File: src/rtl/seq_divider.sv
// Unsigned restoring divider: one quotient bit per clock through a single
// WIDTH+1-bit subtract; divide-by-zero short-circuits straight to FIN.
module seq_divider #(
  parameter int unsigned WIDTH = 4
) (
  input  logic             clk,
  input  logic             rst_n,
  input  logic             start,
  input  logic [WIDTH-1:0] dividend,
  input  logic [WIDTH-1:0] divisor,
  output logic             busy,
  output logic             done,
  output logic [WIDTH-1:0] quotient,
  output logic [WIDTH-1:0] remainder,
  output logic             dz
);

  localparam int unsigned CW = $clog2(WIDTH + 1);

  typedef enum logic [1:0] {S_IDLE, S_RUN, S_FIN} state_t;

  state_t           r_state;
  logic [CW-1:0]    r_cnt;
  logic [WIDTH-1:0] r_rem;
  logic [WIDTH-1:0] r_quo;
  logic [WIDTH-1:0] r_div;

  logic [WIDTH:0]   w_shift;
  logic [WIDTH:0]   w_diff;
  logic [WIDTH-1:0] w_rem_nxt;
  logic [WIDTH-1:0] w_quo_nxt;

  // Borrow out of the subtract (w_diff MSB) selects restore vs. keep.
  always_comb begin
    w_shift   = {r_rem, r_quo[WIDTH-1]};
    w_diff    = w_shift + ~{1'b0, r_div} + {{WIDTH{1'b0}}, 1'b1};
    w_rem_nxt = w_diff[WIDTH] ? w_shift[WIDTH-1:0] : w_diff[WIDTH-1:0];
    w_quo_nxt = {r_quo[WIDTH-2:0], ~w_diff[WIDTH]};
  end

  always_ff @(posedge clk or negedge rst_n) begin
    if (!rst_n) begin
      r_state   <= S_IDLE;
      busy      <= 1'b0;
      done      <= 1'b0;
      quotient  <= '0;
      remainder <= '0;
      dz        <= 1'b0;
      r_cnt     <= '0;
      r_rem     <= '0;
      r_quo     <= '0;
      r_div     <= '0;
    end else begin
      case (r_state)
        S_IDLE: begin
          done <= 1'b0;
          if (start) begin
            busy  <= 1'b1;
            r_div <= divisor;
            if (divisor == '0) begin
              quotient  <= '1;
              remainder <= dividend;
              dz        <= 1'b1;
              done      <= 1'b1;
              r_state   <= S_FIN;
            end else begin
              r_rem   <= '0;
              r_quo   <= dividend;
              r_cnt   <= CW'(WIDTH);
              r_state <= S_RUN;
            end
          end
        end
        S_RUN: begin
          r_rem <= w_rem_nxt;
          r_quo <= w_quo_nxt;
          r_cnt <= r_cnt - CW'(1);
          // Results are registered on the last step so they appear with done in FIN.
          if (r_cnt == CW'(1)) begin
            quotient  <= w_quo_nxt;
            remainder <= w_rem_nxt;
            dz        <= 1'b0;
            done      <= 1'b1;
            r_state   <= S_FIN;
          end
        end
        S_FIN: begin
          done    <= 1'b0;
          busy    <= 1'b0;
          r_state <= S_IDLE;
        end
        default: r_state <= S_IDLE;
      endcase
    end
  end

endmodule

File: config.mk
export PLATFORM = sky130hd
export DESIGN_NAME = seq_divider
export DESIGN_NICKNAME = d
export VERILOG_FILES = /design/src/rtl/seq_divider.sv
export SDC_FILE = /design/constraint.sdc
export NUM_CORES = 1
export LEC_CHECK = 0
export ABC_AREA = 1
export CORE_UTILIZATION = 54
export DETAILED_ROUTE_END_ITERATION = 10
export MAX_ROUTING_LAYER = met4
export PLACE_DENSITY = 0.79
export SLEW_MARGIN = 40
export SYNTH_ARGS = -nofsm -noshare
export SYNTH_HDL_FRONTEND = slang
export SYNTH_SLANG_ARGS = --single-unit
File: constraint.sdc
create_clock -name clk -period 2.45 [get_ports clk]
set_input_delay 0.49 -clock clk [delete_from_list [all_inputs] [get_ports clk]]
set_output_delay 0.49 -clock clk [all_outputs]
set_load 0.03 [all_outputs]
# ---- Yosys cells after proc, flatten, opt, wreduce, memory -nomap -nowiden
# Cells that the tools add are included.
dict set report classes {
  add_sub_neg 3
  multipliers 0
  n_div 0
  order_cmp 0
  n_eq_ne 7
  n_shift 0
  n_mux 32
  bitwise 2
  n_reduce_logical 11
}
# cell n
set op_table {}
lappend op_table {{two-way mux 4 bit} 11}
lappend op_table {{case mux 4 bit (2 select lines)} 4}
lappend op_table {{!= test 2 bit, second input constant} 4}
lappend op_table {{AND reduction 2 bit} 4}
lappend op_table {{two-way mux 1 bit} 7}
lappend op_table {{two-way mux 2 bit} 3}
lappend op_table {{two-way mux 3 bit} 2}
lappend op_table {{case mux 3 bit (2 select lines)} 1}
lappend op_table {{adder 5 x 1 -> 5 bit, second input constant} 1}
lappend op_table {{adder 5 bit} 1}
lappend op_table {{inverter 4 -> 5 bit} 1}
lappend op_table {{logical NOT 4 bit} 1}
lappend op_table {{case mux 1 bit (2 select lines)} 2}
lappend op_table {{case mux 2 bit (2 select lines)} 1}
lappend op_table {{AND reduction 4 bit} 1}
lappend op_table {{nonzero test 2 bit} 2}
lappend op_table {{== test 3 x 1 -> 1 bit, second input constant} 1}
lappend op_table {{case mux 1 bit (3 select lines)} 1}
lappend op_table {{AND reduction 3 bit} 1}
lappend op_table {{nonzero test 3 bit} 1}
lappend op_table {{subtractor 3 x 1 -> 3 bit, second input constant} 1}
lappend op_table {{== test 2 x 1 -> 1 bit, second input constant} 1}
lappend op_table {{== test 2 bit, second input constant} 1}
lappend op_table {{logical NOT 2 bit} 1}
lappend op_table {{inverter 1 bit} 1}
dict set report totals {
  register_bits 28
  latchBits 0
  mem_bits_rw 0
  rom_bits 0
  in_bits 11
  output_inout_bits 11
  word_cells 65
  n_memories 0
}

# ---- Logic depth before layout (Yosys ltp)
# Gate-level depths: netlist of run 1.
dict set report depth {
  word_depth 6
  mapped_depth 12
  depth_no_buf 12
}

# ---- Least setup slack after synthesis of run 1
# OpenSTA, ideal clock, no wires.
dict set report synth_path {
  path_kind {reg-to-reg}
  start {register r_quo[3]}
  end {register remainder[0]}
  t_arrival_ns 1.641
  t_required_ns 2.387
  path_slack_ns 0.746
  stages_incl_launch_ff 13
  period_less_slack_ns 1.704
  cell_sequence {dfrtp_1 -> inv_1 -> ha_1 -> fa_1 -> inv_1 -> nand3_1 -> nand2_1 -> nand2_1 -> nand2_1 -> nand3_1 -> nand3_1 -> nand2_1 -> inv_1}
}
dict set report synth_between {
  elab_chain_cells 5
}
# item line
set synth_rtl {}
lappend synth_rtl {{start: declaration} 25} ;# logic [WIDTH-1:0] r_quo;
lappend synth_rtl {{start signal: assignment} 68} ;# r_quo <= dividend;
lappend synth_rtl {{start signal: assignment} 76} ;# r_quo <= w_quo_nxt;
lappend synth_rtl {{adder 5 bit} 36} ;# w_diff = w_shift + ~{1'b0, r_div} + {{WIDTH{1'b0}}, 1'b1};
lappend synth_rtl {{adder 5 x 1 -> 5 bit} 36}
lappend synth_rtl {{two-way mux 4 bit *} 37} ;# w_rem_nxt = w_diff[WIDTH] ? w_shift[WIDTH-1:0] : w_diff[WIDTH-1:0];
lappend synth_rtl {{two-way mux 4 bit *} 79} ;# if (r_cnt == CW'(1)) begin
lappend synth_rtl {{case mux 4 bit (2 select lines) *} 54} ;# case (r_state)
lappend synth_rtl {{end signal: assignment} 62} ;# remainder <= dividend;
lappend synth_rtl {{end signal: assignment} 81} ;# remainder <= w_rem_nxt;
lappend synth_rtl {{end: declaration} 14} ;# output logic [WIDTH-1:0] remainder,
# Every way passes the cells marked *; elsewhere a longest branch is shown, timed or not. The select of a mux whose other input is x is not followed.
# A chain may end at the register's enable or synchronous reset.

# ---- Worst setup path after layout of run 1
dict set report layout_path {
  start {register r_quo[3]}
  end {register remainder[1]}
}
dict set report layout_between {
  elab_chain_cells 5
}
# item line
set layout_rtl {}
lappend layout_rtl {{adder 5 bit} 36}
lappend layout_rtl {{adder 5 x 1 -> 5 bit} 36}
lappend layout_rtl {{two-way mux 4 bit} 37}
lappend layout_rtl {{two-way mux 4 bit} 79}
lappend layout_rtl {{case mux 4 bit (2 select lines)} 54}
# No other way between the ends. The select of a mux whose other input is x is not followed.

==> impl_table.tex, run 1 <==
\begin{tabular}{lr}
\hline
Metric & Value \\
\hline
\multicolumn{2}{l}{\textbf{Synth}} \\
Synthesized-area fraction occupied by ao, oa, aoi and oai cells & 9.88\% \\
Post-synthesis share of cell area spent on and, or, nand and nor gates & 25.5\% \\
Share of async-settable or async-resettable flops after synthesis & 100\% \\
Share of synthesized area spent on multiplexers & 0\% \\
Register bit count reported by yosys & 28 \\
Synthesized-area fraction occupied by adder cells & 9.17\% \\
Synth Area in XOR/XNOR & 1.11\% \\
Largest cells by area after synthesis & sky130\_fd\_sc\_hd\_\_dfrtp\_1 44\%, sky130\_fd\_sc\_hd\_\_nand2\_1 13\%, sky130\_fd\_sc\_hd\_\_ha\_1 7.9\%, sky130\_fd\_sc\_hd\_\_inv\_1 7.6\%, sky130\_fd\_sc\_hd\_\_nand3\_1 5.7\% \\
Sequential area share after synthesis & 44.3\% \\
Number of enable-type register cells in the synthesized netlist & 0 \\
Number of distinct library cell variants in the gate-level netlist after synthesis & 25 \\
Post-synthesis net count & 225 \\
Number of instances in the synthesized netlist & 203 \\
Most used flip-flop cell after synthesis & sky130\_fd\_sc\_hd\_\_dfrtp\_1 \\
Combined area of all synthesized cells & 0.00158 mm2 \\
Number of synthesis warnings & 0 \\
Fraction of post-synthesis cell area in the top cell type by area & 44.3\% \\
Synth area leader & sky130\_fd\_sc\_hd\_\_dfrtp\_1 \\
Combinational family with the most area after synthesis & simple AND/OR/NAND/NOR gates \\
Avg Synthesized Cell Area & 7.80 um2 \\
\multicolumn{2}{l}{\textbf{Timing}} \\
Unrepaired setup endpoints after global routing & no \\
Worst-case clock skew & 0.0199 ns \\
Total count of hold-check failures in the final report & 0 \\
Number of failing setup endpoints in the final timing report & 0 \\
Max-slew headroom at the worst pin & 75.5\% \\
Pin slew with the least headroom to its limit & 0.364 ns \\
Post-route worst setup slack & 0.450 ns \\
Max frequency & 500 MHz \\
Number of pins with negative max-slew slack in the final report & 0 \\
Sum of negative setup slack & 0 ns \\
Share of the cycle needed by the critical path after routing & 81.6\% \\
Minimum clock period after layout & 2.00 ns \\
\multicolumn{2}{l}{\textbf{Pwr}} \\
Total power & 2.78 mW \\
Cell area power density & 1490 mW/mm2 \\
Leak Pwr & 1.00 nW \\
Worst VDD drop & 1110 uV \\
\multicolumn{2}{l}{\textbf{Finish}} \\
Multi-input gate area & 722 um2 \\
Fill cell total of the finished layout & 215 \\
Most common cell after layout, fill and taps aside & sky130\_fd\_sc\_hd\_\_nand2\_1 \\
Ratio of cells with drive above 1 in the final layout & 7.52\% \\
Antenna diode instance count & 0 \\
Final Instance Area & 0.00187 mm2 \\
Leading cell types in the layout, fill and taps excluded & 55 x sky130\_fd\_sc\_hd\_\_nand2\_1, 32 x sky130\_fd\_sc\_hd\_\_inv\_1, 28 x sky130\_fd\_sc\_hd\_\_dfrtp\_1 \\
Post-layout net count & 249 \\
Area occupied by registers & 701 um2 \\
Area Overhead vs Synth & 18.4\% \\
\multicolumn{2}{l}{\textbf{Critical path}} \\
Required time at the worst-slack endpoint & 2.75 ns \\
Worst setup path startpoint & r\_quo[3] \\
Termination of the worst setup path & remainder[1] \\
CP Data Arrival Time & 2.30 ns \\
Critical path start-end classification & register to register \\
Worst Path Max Fanout & 6 \\
Launch instance of the worst register-to-register path & r\_quo[3] \\
End of the worst register-to-register path & remainder[1] \\
Setup crit end kind & register \\
Worst reg-to-reg setup slack & 0.45 ns \\
Register-to-Register Path Depth & 12 \\
CP startpoint kind & register \\
\multicolumn{2}{l}{\textbf{Clock tree}} \\
Largest buffer count on any clock path & 2 \\
Number of buffers inserted for hold repair after clock tree synthesis & 0 \\
Num CTS Buffers & 3 \\
Master cell of the clock root buffer & sky130\_fd\_sc\_hd\_\_clkbuf\_4 \\
Clock input transition at the sequential cells of the worst setup and hold paths & 0.17 ns \\
Quantity of gates resized following cts & 0 \\
Clock Latency Late Sink & 0.34 ns \\
H-tree lvl count & 1 \\
Post CTS Setup Buffer Count & 0 \\
Number of clock sinks seen by CTS & 28 \\
TritonCTS clock tree & yes \\
\multicolumn{2}{l}{\textbf{Floorplanning}} \\
Number of top-level design ports & 22 \\
Die footprint & 0.00315 mm2 \\
Die Span Y & 56.1 um \\
Starting Density & 57.4\% \\
Standard-cell rows & 19 \\
Area of the core & 0.00276 mm2 \\
Chip Width & 56.1 um \\
\multicolumn{2}{l}{\textbf{Route}} \\
Total met3 wirelength after detailed routing & 116 um \\
Detail-routed via count per cell & 5.26 \\
Post-detailed-route count of antenna-violating nets & 0 \\
DRC Markers & 0 \\
Count of TritonRoute iterations in the first routing pass & 5 \\
Wire length per cell & 12.2 um \\
DR vias & 1353 \\
WL met1 & 1.37 mm \\
First DRT Iteration DRCs & 57 \\
Top routing layer in use & met4 \\
Total Wirelength & 3.13 mm \\
Met2 Routed Length & 1.58 mm \\
\multicolumn{2}{l}{\textbf{Status}} \\
Run status & finished clean \\
\multicolumn{2}{l}{\textbf{Run}} \\
Max-cap check violation count & 0 \\
\multicolumn{2}{l}{\textbf{Worst hold path}} \\
Min-Delay Path Class & input port to async pin \\
\multicolumn{2}{l}{\textbf{Placed design}} \\
Detail Placement HPWL & 2.40 mm \\
Final Wtd Congestion & 0.803 \\
PortBufs & 21 \\
Placed cell area & 0.00182 mm2 \\
Worst Setup Slack post-DPL & 0.444 ns \\
\multicolumn{2}{l}{\textbf{GRT}} \\
Pin count of the biggest net entering global routing & 29 \\
Antenna violations before repair & 0 \\
Global-route wire length before repair & 5.62 mm \\
Total gr overflow & 0 \\
Vias in the first global route & 1385 \\
Total routing usage reported by global routing & 23.2\% \\
\hline
\end{tabular}
[power breakdown]
part           internal (mW)  total, mW  leakage (nW)  switching, mW
registers              0.686      0.840         0.344          0.155
logic                  0.615       1.63         0.632           1.02
clock network          0.166      0.310        0.0279          0.144
[layer usage]
| metal | track usage (%) | vias to the layer above |
|---|---|---|
| li1 | - | 683 |
| met5 | - | - |
| met4 | 10.5 | 0 |
| met2 | 41.0 | 40 |
| met3 | 3.02 | 7 |
| met1 | 26.2 | 623 |
[cells by family (layout without fill, tap and decap cells)]
family / Yosys count / in the layout
and+or+nand+nor: 93 / 93
AOI/OAI and AO/OA: 30 / 30
xor gates and xnor gates: 2 / 2
adders and majority gates: 11 / 11
buffers and inverters: 39 / 62
DFF: 28 / 28
[through the flow]
step                      instances  util (%)  hold WS, ns
final                           257      68.0        0.491
after global routing            257      68.0        0.521
after detailed placement        253      66.1        0.480
after global placement          253      66.1        0.466
after floorplan                 203         -        0.194
after CTS                       257      68.0        0.511
[critical path, cell delays in order (launching register included)]
cell and delay, ns:
sky130_fd_sc_hd__dfrtp_1 0.42, sky130_fd_sc_hd__inv_1 0.06, sky130_fd_sc_hd__ha_1 0.21, sky130_fd_sc_hd__fa_1 0.41
sky130_fd_sc_hd__inv_1 0.08, sky130_fd_sc_hd__nand3_1 0.11, sky130_fd_sc_hd__nand2_1 0.11, sky130_fd_sc_hd__nand2_1 0.05
sky130_fd_sc_hd__nand2_1 0.17, sky130_fd_sc_hd__nand3_1 0.13, sky130_fd_sc_hd__nand3_1 0.12, sky130_fd_sc_hd__nand2_1 0.06
sky130_fd_sc_hd__inv_1 0.05
[layout make-up]
class | count | area share (%)
repair buffers | 24 | 12.4
multi-input cells | 136 | 38.5
clock inverters | 1 | 1.60
clock buffers | 3 | 1.20
flip-flops and latches | 28 | 37.4
well taps | 31 | 2.07
inverters | 34 | 6.81
[synth_stat cells (2+ instances only)]
master	count
sky130_fd_sc_hd__a21oi_1	8
sky130_fd_sc_hd__buf_2	2
sky130_fd_sc_hd__dfrtp_1	28
sky130_fd_sc_hd__ha_1	10
sky130_fd_sc_hd__inv_1	32
sky130_fd_sc_hd__inv_2	2
sky130_fd_sc_hd__nand2_1	55
sky130_fd_sc_hd__nand3_1	18
sky130_fd_sc_hd__nor2_1	12
sky130_fd_sc_hd__o21ai_0	15
sky130_fd_sc_hd__o21ai_1	4
sky130_fd_sc_hd__or2_2	4
[state kept, by name, indices dropped and copies added, names as in the netlist, 2 cells and up]
| name | count |
|---|---|
| remainder | 4 |
| r_rem | 4 |
| r_state | 2 |
| quotient | 4 |
| r_quo | 4 |
| r_cnt | 3 |
| r_div | 4 |
[worst min path at each step]
stage / start / endpoint / slack, ns
2_1_floorplan: rst_n / busy / 0.19
3_3_place_gp: quotient[3] / quotient[3] / 0.47
3_5_place_dp: quotient[0] / quotient[0] / 0.48
4_1_cts: rst_n / r_quo[1] / 0.51
5_1_grt: rst_n / r_rem[1] / 0.52
6_report: rst_n / r_quo[1] / 0.49
Power figures use the tool's default switching activity.
==> run 2, diff against run 1 <==
--- a/config.mk
+++ b/config.mk
@@ -6,10 +6,10 @@
 export NUM_CORES = 1
 export LEC_CHECK = 0
 export ABC_AREA = 1
-export CORE_UTILIZATION = 54
+export CORE_UTILIZATION = 48
 export DETAILED_ROUTE_END_ITERATION = 10
 export MAX_ROUTING_LAYER = met4
-export PLACE_DENSITY = 0.79
+export PLACE_DENSITY = 0.74
 export SLEW_MARGIN = 40
 export SYNTH_ARGS = -nofsm -noshare
 export SYNTH_HDL_FRONTEND = slang
==> constraint.sdc (replaced) <==
create_clock -name clk -period 1.65 [get_ports clk]
set_input_delay 0.33 -clock clk [delete_from_list [all_inputs] [get_ports clk]]
set_output_delay 0.33 -clock clk [all_outputs]
set_load 0.03 [all_outputs]
==> run 2 against run 1 <==
  * The flow now finishes with violations (setup timing)
  * Clock skew decreased by 0.0063 ns
  * Clock-buffer cell count unchanged
  * Wire length increased by 26%
  * Via count increased by 4.6%
  * Fmax increased by 9.7%
  * Core utilization increased by 2.8 points
  * Global-route usage decreased by 0.56 points
  * Critical endpoint is now remainder[3]
==> impl_table.tex, run 2 (synthesis results as in run 1) <==
\begin{tabular}{lr}
\hline
Metric & Value \\
\hline
\multicolumn{2}{l}{\textbf{Timing}} \\
Minimum clock period after layout & 1.82 ns \\
Max-slew headroom at the worst pin & 75.5\% \\
Number of failing setup endpoints in the final timing report & 10 \\
Max frequency & 549 MHz \\
Total count of hold-check failures in the final report & 0 \\
Post-route worst setup slack & -0.173 ns \\
Pin slew with the least headroom to its limit & 0.364 ns \\
Worst-case clock skew & 0.0136 ns \\
Share of the cycle needed by the critical path after routing & 110\% \\
Number of pins with negative max-slew slack in the final report & 0 \\
Hold Worst Slack & 0.337 ns \\
Unrepaired setup endpoints after global routing & yes \\
\multicolumn{2}{l}{\textbf{GRT}} \\
Met1 routing resource usage after global routing & 27.6\% \\
Total routing usage reported by global routing & 22.7\% \\
Vias in the first global route & 1368 \\
Met2 usage in global routing & 38.0\% \\
Peak-usage layer in the global routing report & met2 \\
Global-route wire length before repair & 5.80 mm \\
Met3 routing resource usage after global routing & 4.59\% \\
Pin count of the biggest net entering global routing & 29 \\
Total gr overflow & 0 \\
Antenna violations before repair & 0 \\
\multicolumn{2}{l}{\textbf{Critical path}} \\
Required time at the worst-slack endpoint & 1.96 ns \\
CP Data Arrival Time & 2.13 ns \\
CP startpoint kind & register \\
Setup crit end kind & register \\
Critical path start-end classification & register to register \\
Worst Path Max Fanout & 4 \\
\multicolumn{2}{l}{\textbf{Finish}} \\
Most common cell after layout, fill and taps aside & sky130\_fd\_sc\_hd\_\_nand2\_1 \\
Post-layout net count & 268 \\
Fill cell total of the finished layout & 269 \\
Antenna diode instance count & 0 \\
Area occupied by registers & 701 um2 \\
Area Overhead vs Synth & 38.7\% \\
Multi-input gate area & 896 um2 \\
Ratio of cells with drive above 1 in the final layout & 26.5\% \\
Leading cell types in the layout, fill and taps excluded & 46 x sky130\_fd\_sc\_hd\_\_nand2\_1, 30 x sky130\_fd\_sc\_hd\_\_inv\_1, 28 x sky130\_fd\_sc\_hd\_\_dfrtp\_1 \\
\multicolumn{2}{l}{\textbf{Clock tree}} \\
Clock input transition at the sequential cells of the worst setup and hold paths & 0.16 ns \\
Largest buffer count on any clock path & 2 \\
Num CTS Buffers & 3 \\
Clock Latency Late Sink & 0.35 ns \\
Master cell of the clock root buffer & sky130\_fd\_sc\_hd\_\_clkbuf\_4 \\
Number of clock sinks seen by CTS & 28 \\
H-tree lvl count & 1 \\
TritonCTS clock tree & yes \\
\multicolumn{2}{l}{\textbf{Floorplanning}} \\
Starting Density & 51.0\% \\
Die footprint & 0.00353 mm2 \\
Chip Width & 59.4 um \\
Standard-cell rows & 20 \\
Area of the core & 0.00310 mm2 \\
Die Span Y & 59.4 um \\
Number of top-level design ports & 22 \\
\multicolumn{2}{l}{\textbf{Placed design}} \\
Detail Placement HPWL & 2.39 mm \\
Final Wtd Congestion & 0.784 \\
PortBufs & 21 \\
\multicolumn{2}{l}{\textbf{Route}} \\
Post-detailed-route count of antenna-violating nets & 0 \\
DR vias & 1415 \\
Count of TritonRoute iterations in the first routing pass & 4 \\
Total Wirelength & 3.94 mm \\
Detail-routed via count per cell & 4.90 \\
Wire length per cell & 13.6 um \\
DRC Markers & 0 \\
First DRT Iteration DRCs & 61 \\
\multicolumn{2}{l}{\textbf{Worst hold path}} \\
Min-Delay Path Class & input port to async pin \\
\multicolumn{2}{l}{\textbf{Run}} \\
Max-cap check violation count & 0 \\
\multicolumn{2}{l}{\textbf{Status}} \\
Failing checks & setup timing \\
Run status & complete, but fails checks \\
\hline
\end{tabular}
-- run 2: metrics by stage --
step	cell area [um2]	util [%]	instances	TNS, ns	setup WS (ns)
floorplan	1590	-	203	0	0.0323
global placement	1950	62.8	280	-0.652	-0.0994
detailed placement	1950	62.8	280	-1.42	-0.159
CTS	2050	66.2	286	-0.808	-0.111
global route	2200	70.8	289	-2.02	-0.242
finish	2200	70.8	289	-1.24	-0.173
-- run 2: metal layers --
layer	part of all wire, %	up-vias
met2	49	44
met5	0	-
met3	3.0	16
li1	-	721
met1	44	634
met4	3.8	0
-- run 2: path summary, 6_finish.rpt --
check	from	to	slack, ns	cells after the start
max	r_div[0]	remainder[3]	-0.17	11
min	rst_n	r_rem[2]	0.34	2
max reg2reg	r_div[0]	remainder[3]	-0.17	11
min reg2reg	quotient[1]	quotient[1]	0.50	2
max in group asynchronous	rst_n	r_cnt[1]	1.04	2
min in group clk	quotient[1]	quotient[1]	0.50	2
-- run 2: timing repair --
item / 4_1_cts / 5_1_grt
buffers inserted: 2 / 3
endpoints found under the setup margin: 21 / 15
gates resized for setup: 23 / 28
pin swaps: 7 / 9
hold buffers: 0 / 0
-- run 2: critical path: stages (launching register included) --
cell and delay, ns:
sky130_fd_sc_hd__dfrtp_1 0.44, sky130_fd_sc_hd__ha_4 0.19, sky130_fd_sc_hd__fa_2 0.37, sky130_fd_sc_hd__inv_2 0.09
sky130_fd_sc_hd__nand3_4 0.10, sky130_fd_sc_hd__nand2_4 0.11, sky130_fd_sc_hd__nand2_4 0.06, sky130_fd_sc_hd__nand2_4 0.12
sky130_fd_sc_hd__nand3_1 0.12, sky130_fd_sc_hd__nand3_1 0.11, sky130_fd_sc_hd__nand2_1 0.05, sky130_fd_sc_hd__inv_1 0.04
-- run 2: layout make-up --
| cell class | instances | share of cell area (%) |
|---|---|---|
| inverters | 34 | 5.93 |
| clock inverters | 1 | 1.37 |
| clock buffers | 3 | 1.03 |
| multi-input cells | 136 | 40.8 |
| flip-flops and latches | 28 | 31.9 |
| well taps | 44 | 2.51 |
| repair buffers | 43 | 16.5 |
Power of run 2 is left out: the tool's default activity adds up to more than one toggle a clock period on the data nets, which glitch-free logic cannot reach.
==> run 3, diff against run 2 <==
--- a/config.mk
+++ b/config.mk
@@ -10,6 +10,8 @@
 export DETAILED_ROUTE_END_ITERATION = 10
 export MAX_ROUTING_LAYER = met4
 export PLACE_DENSITY = 0.74
+export REMOVE_ABC_BUFFERS = 1
+export SETUP_SLACK_MARGIN = 0.3
 export SLEW_MARGIN = 40
 export SYNTH_ARGS = -nofsm -noshare
 export SYNTH_HDL_FRONTEND = slang
==> run 3 against run 2 <==
  * Critical endpoint is now r_rem[2]
  * Flip-flop and latch count did not move
  * Fmax rose by 3.7%
  * The flow still finishes with violations (setup timing)
  * Highest routed layer unchanged
  * Critical path depth did not move
  * Clock-buffer cell count did not move
  * Die area did not move
  * Hold slack improved by 0.0024 ns
  * Global-route usage fell by 1.1 points
  * First-iteration DRC count fell by 41%
==> impl_table.tex, run 3 (synthesis results as in run 1) <==
\begin{tabular}{lr}
\hline
Metric & Value \\
\hline
\multicolumn{2}{l}{\textbf{Critical path}} \\
Setup crit end kind & register \\
Worst reg-to-reg setup slack & -0.11 ns \\
Worst Path Max Fanout & 6 \\
Number of buffers and inverters on the critical path & 1 \\
Slowest-stage cell, CP & sky130\_fd\_sc\_hd\_\_dfrtp\_1 \\
Cell depth of the worst setup path & 11 \\
CP startpoint kind & register \\
Required time at the worst-slack endpoint & 1.94 ns \\
CP Data Arrival Time & 2.05 ns \\
Delay contributed by the slowest stage of the critical path & 0.44 ns \\
Critical path start-end classification & register to register \\
Cells along the critical path & ha\_4 -> fa\_2 -> inv\_2 -> nand3\_4 -> nand2\_4 -> nand2\_4 -> nand2\_8 -> nand3\_2 -> nand2\_1 -> nand2\_1 -> nand2\_1 \\
Cell with the most instances on the worst path & sky130\_fd\_sc\_hd\_\_nand2\_1 \\
Register-to-Register Path Depth & 11 \\
Family with the most delay on the worst path & simple AND/OR/NAND/NOR gates \\
\multicolumn{2}{l}{\textbf{GRT}} \\
Total gr overflow & 0 \\
Global-route wire length before repair & 5.49 mm \\
Total routing usage reported by global routing & 21.5\% \\
Antenna violations before repair & 0 \\
Pin count of the biggest net entering global routing & 29 \\
Vias in the first global route & 1249 \\
\multicolumn{2}{l}{\textbf{Placed design}} \\
Worst Setup Slack post-DPL & -0.175 ns \\
PortBufs & 21 \\
Detail Placement HPWL & 2.23 mm \\
Final Wtd Congestion & 0.872 \\
Placed cell area & 0.00192 mm2 \\
Placed insts & 277 \\
\multicolumn{2}{l}{\textbf{Timing}} \\
Pin slew with the least headroom to its limit & 0.355 ns \\
Total count of hold-check failures in the final report & 0 \\
Unrepaired setup endpoints after global routing & yes \\
Max-slew headroom at the worst pin & 76.4\% \\
Post-route worst setup slack & -0.107 ns \\
Share of the cycle needed by the critical path after routing & 106\% \\
Worst-case clock skew & 0.00670 ns \\
Sum of negative setup slack & -0.776 ns \\
Minimum clock period after layout & 1.76 ns \\
Number of pins with negative max-slew slack in the final report & 0 \\
Number of failing setup endpoints in the final timing report & 10 \\
Max frequency & 569 MHz \\
\multicolumn{2}{l}{\textbf{Route}} \\
Detail-routed via count per cell & 4.84 \\
DRC Markers & 0 \\
Total Wirelength & 3.46 mm \\
First DRT Iteration DRCs & 36 \\
Post-detailed-route count of antenna-violating nets & 0 \\
DR vias & 1407 \\
Count of TritonRoute iterations in the first routing pass & 4 \\
Wire length per cell & 11.9 um \\
\multicolumn{2}{l}{\textbf{Finish}} \\
Antenna diode instance count & 0 \\
Area Overhead vs Synth & 42.1\% \\
Ratio of cells with drive above 1 in the final layout & 35.6\% \\
Area occupied by registers & 701 um2 \\
Post-layout net count & 270 \\
Filler-free cell count of the finished design & 291 \\
Most common cell after layout, fill and taps aside & sky130\_fd\_sc\_hd\_\_nand2\_1 \\
Leading cell types in the layout, fill and taps excluded & 46 x sky130\_fd\_sc\_hd\_\_nand2\_1, 28 x sky130\_fd\_sc\_hd\_\_dfrtp\_1, 27 x sky130\_fd\_sc\_hd\_\_inv\_1 \\
Final Instance Area & 0.00225 mm2 \\
Multi-input gate area & 950 um2 \\
Fill cell total of the finished layout & 239 \\
\multicolumn{2}{l}{\textbf{Clock tree}} \\
Number of buffers inserted for hold repair after clock tree synthesis & 0 \\
TritonCTS clock tree & yes \\
Clock Latency Late Sink & 0.34 ns \\
Master cell of the clock root buffer & sky130\_fd\_sc\_hd\_\_clkbuf\_4 \\
H-tree lvl count & 1 \\
Clock input transition at the sequential cells of the worst setup and hold paths & 0.16 ns \\
Number of clock sinks seen by CTS & 28 \\
Num CTS Buffers & 3 \\
Largest buffer count on any clock path & 2 \\
\multicolumn{2}{l}{\textbf{Run}} \\
Max-cap check violation count & 0 \\
\multicolumn{2}{l}{\textbf{Floorplanning}} \\
Number of top-level design ports & 22 \\
Standard-cell rows & 20 \\
Die footprint & 0.00353 mm2 \\
Die Span Y & 59.4 um \\
Chip Width & 59.4 um \\
Area of the core & 0.00310 mm2 \\
Starting Density & 51.0\% \\
\multicolumn{2}{l}{\textbf{Status}} \\
Run status & complete, but fails checks \\
Failing checks & setup timing \\
\multicolumn{2}{l}{\textbf{Worst hold path}} \\
Min-Delay Path Class & input port to async pin \\
\hline
\end{tabular}
-- run 3: cell type report --
type | count | share of cell area, %
Clock buffer | 3 | 1.00
Clock inverter | 1 | 1.34
Inverter | 34 | 5.90
Multi-Input combinational cell | 136 | 42.2
Sequential cell | 28 | 31.2
Tap cell | 44 | 2.45
Timing Repair Buffer | 44 | 15.6
Timing Repair inverter | 1 | 0.334
-- run 3: layer usage --
metal | track usage, % | share of wire (%) | vias to the layer above
met2 | 34.2 | 48 | 26
met1 | 28.1 | 47 | 640
li1 | - | - | 732
met5 | - | 0 | -
met3 | 3.49 | 3.0 | 9
met4 | 6.80 | 2.4 | 0
-- run 3: through the flow --
step	hold WS, ns	util, %
floorplan	0.0344	-
global placement	0.466	61.9
detailed placement	0.472	61.9
CTS	0.361	67.9
global route	0.366	72.5
finish	0.340	72.5
-- run 3: path summary, 6_finish.rpt --
path / from / endpoint
worst max-delay path: r_div[0] / r_rem[2]
worst min-delay path: rst_n / remainder[0]
worst max register to register: r_div[0] / r_rem[2]
worst min register to register: quotient[2] / quotient[2]
max in group asynchronous: rst_n / r_rem[1]
min in group clk: quotient[2] / quotient[2]
-- run 3: timing repair --
action | in CTS | in global routing
setup buffers | 6 | 2
cloned | 2 | 0
pin swaps | 5 | 9
endpoints found under the hold margin | 0 | 0
resized for setup | 89 | 34
setup endpoints to repair | 34 | 27
Power of run 3 is left out for the same reason.
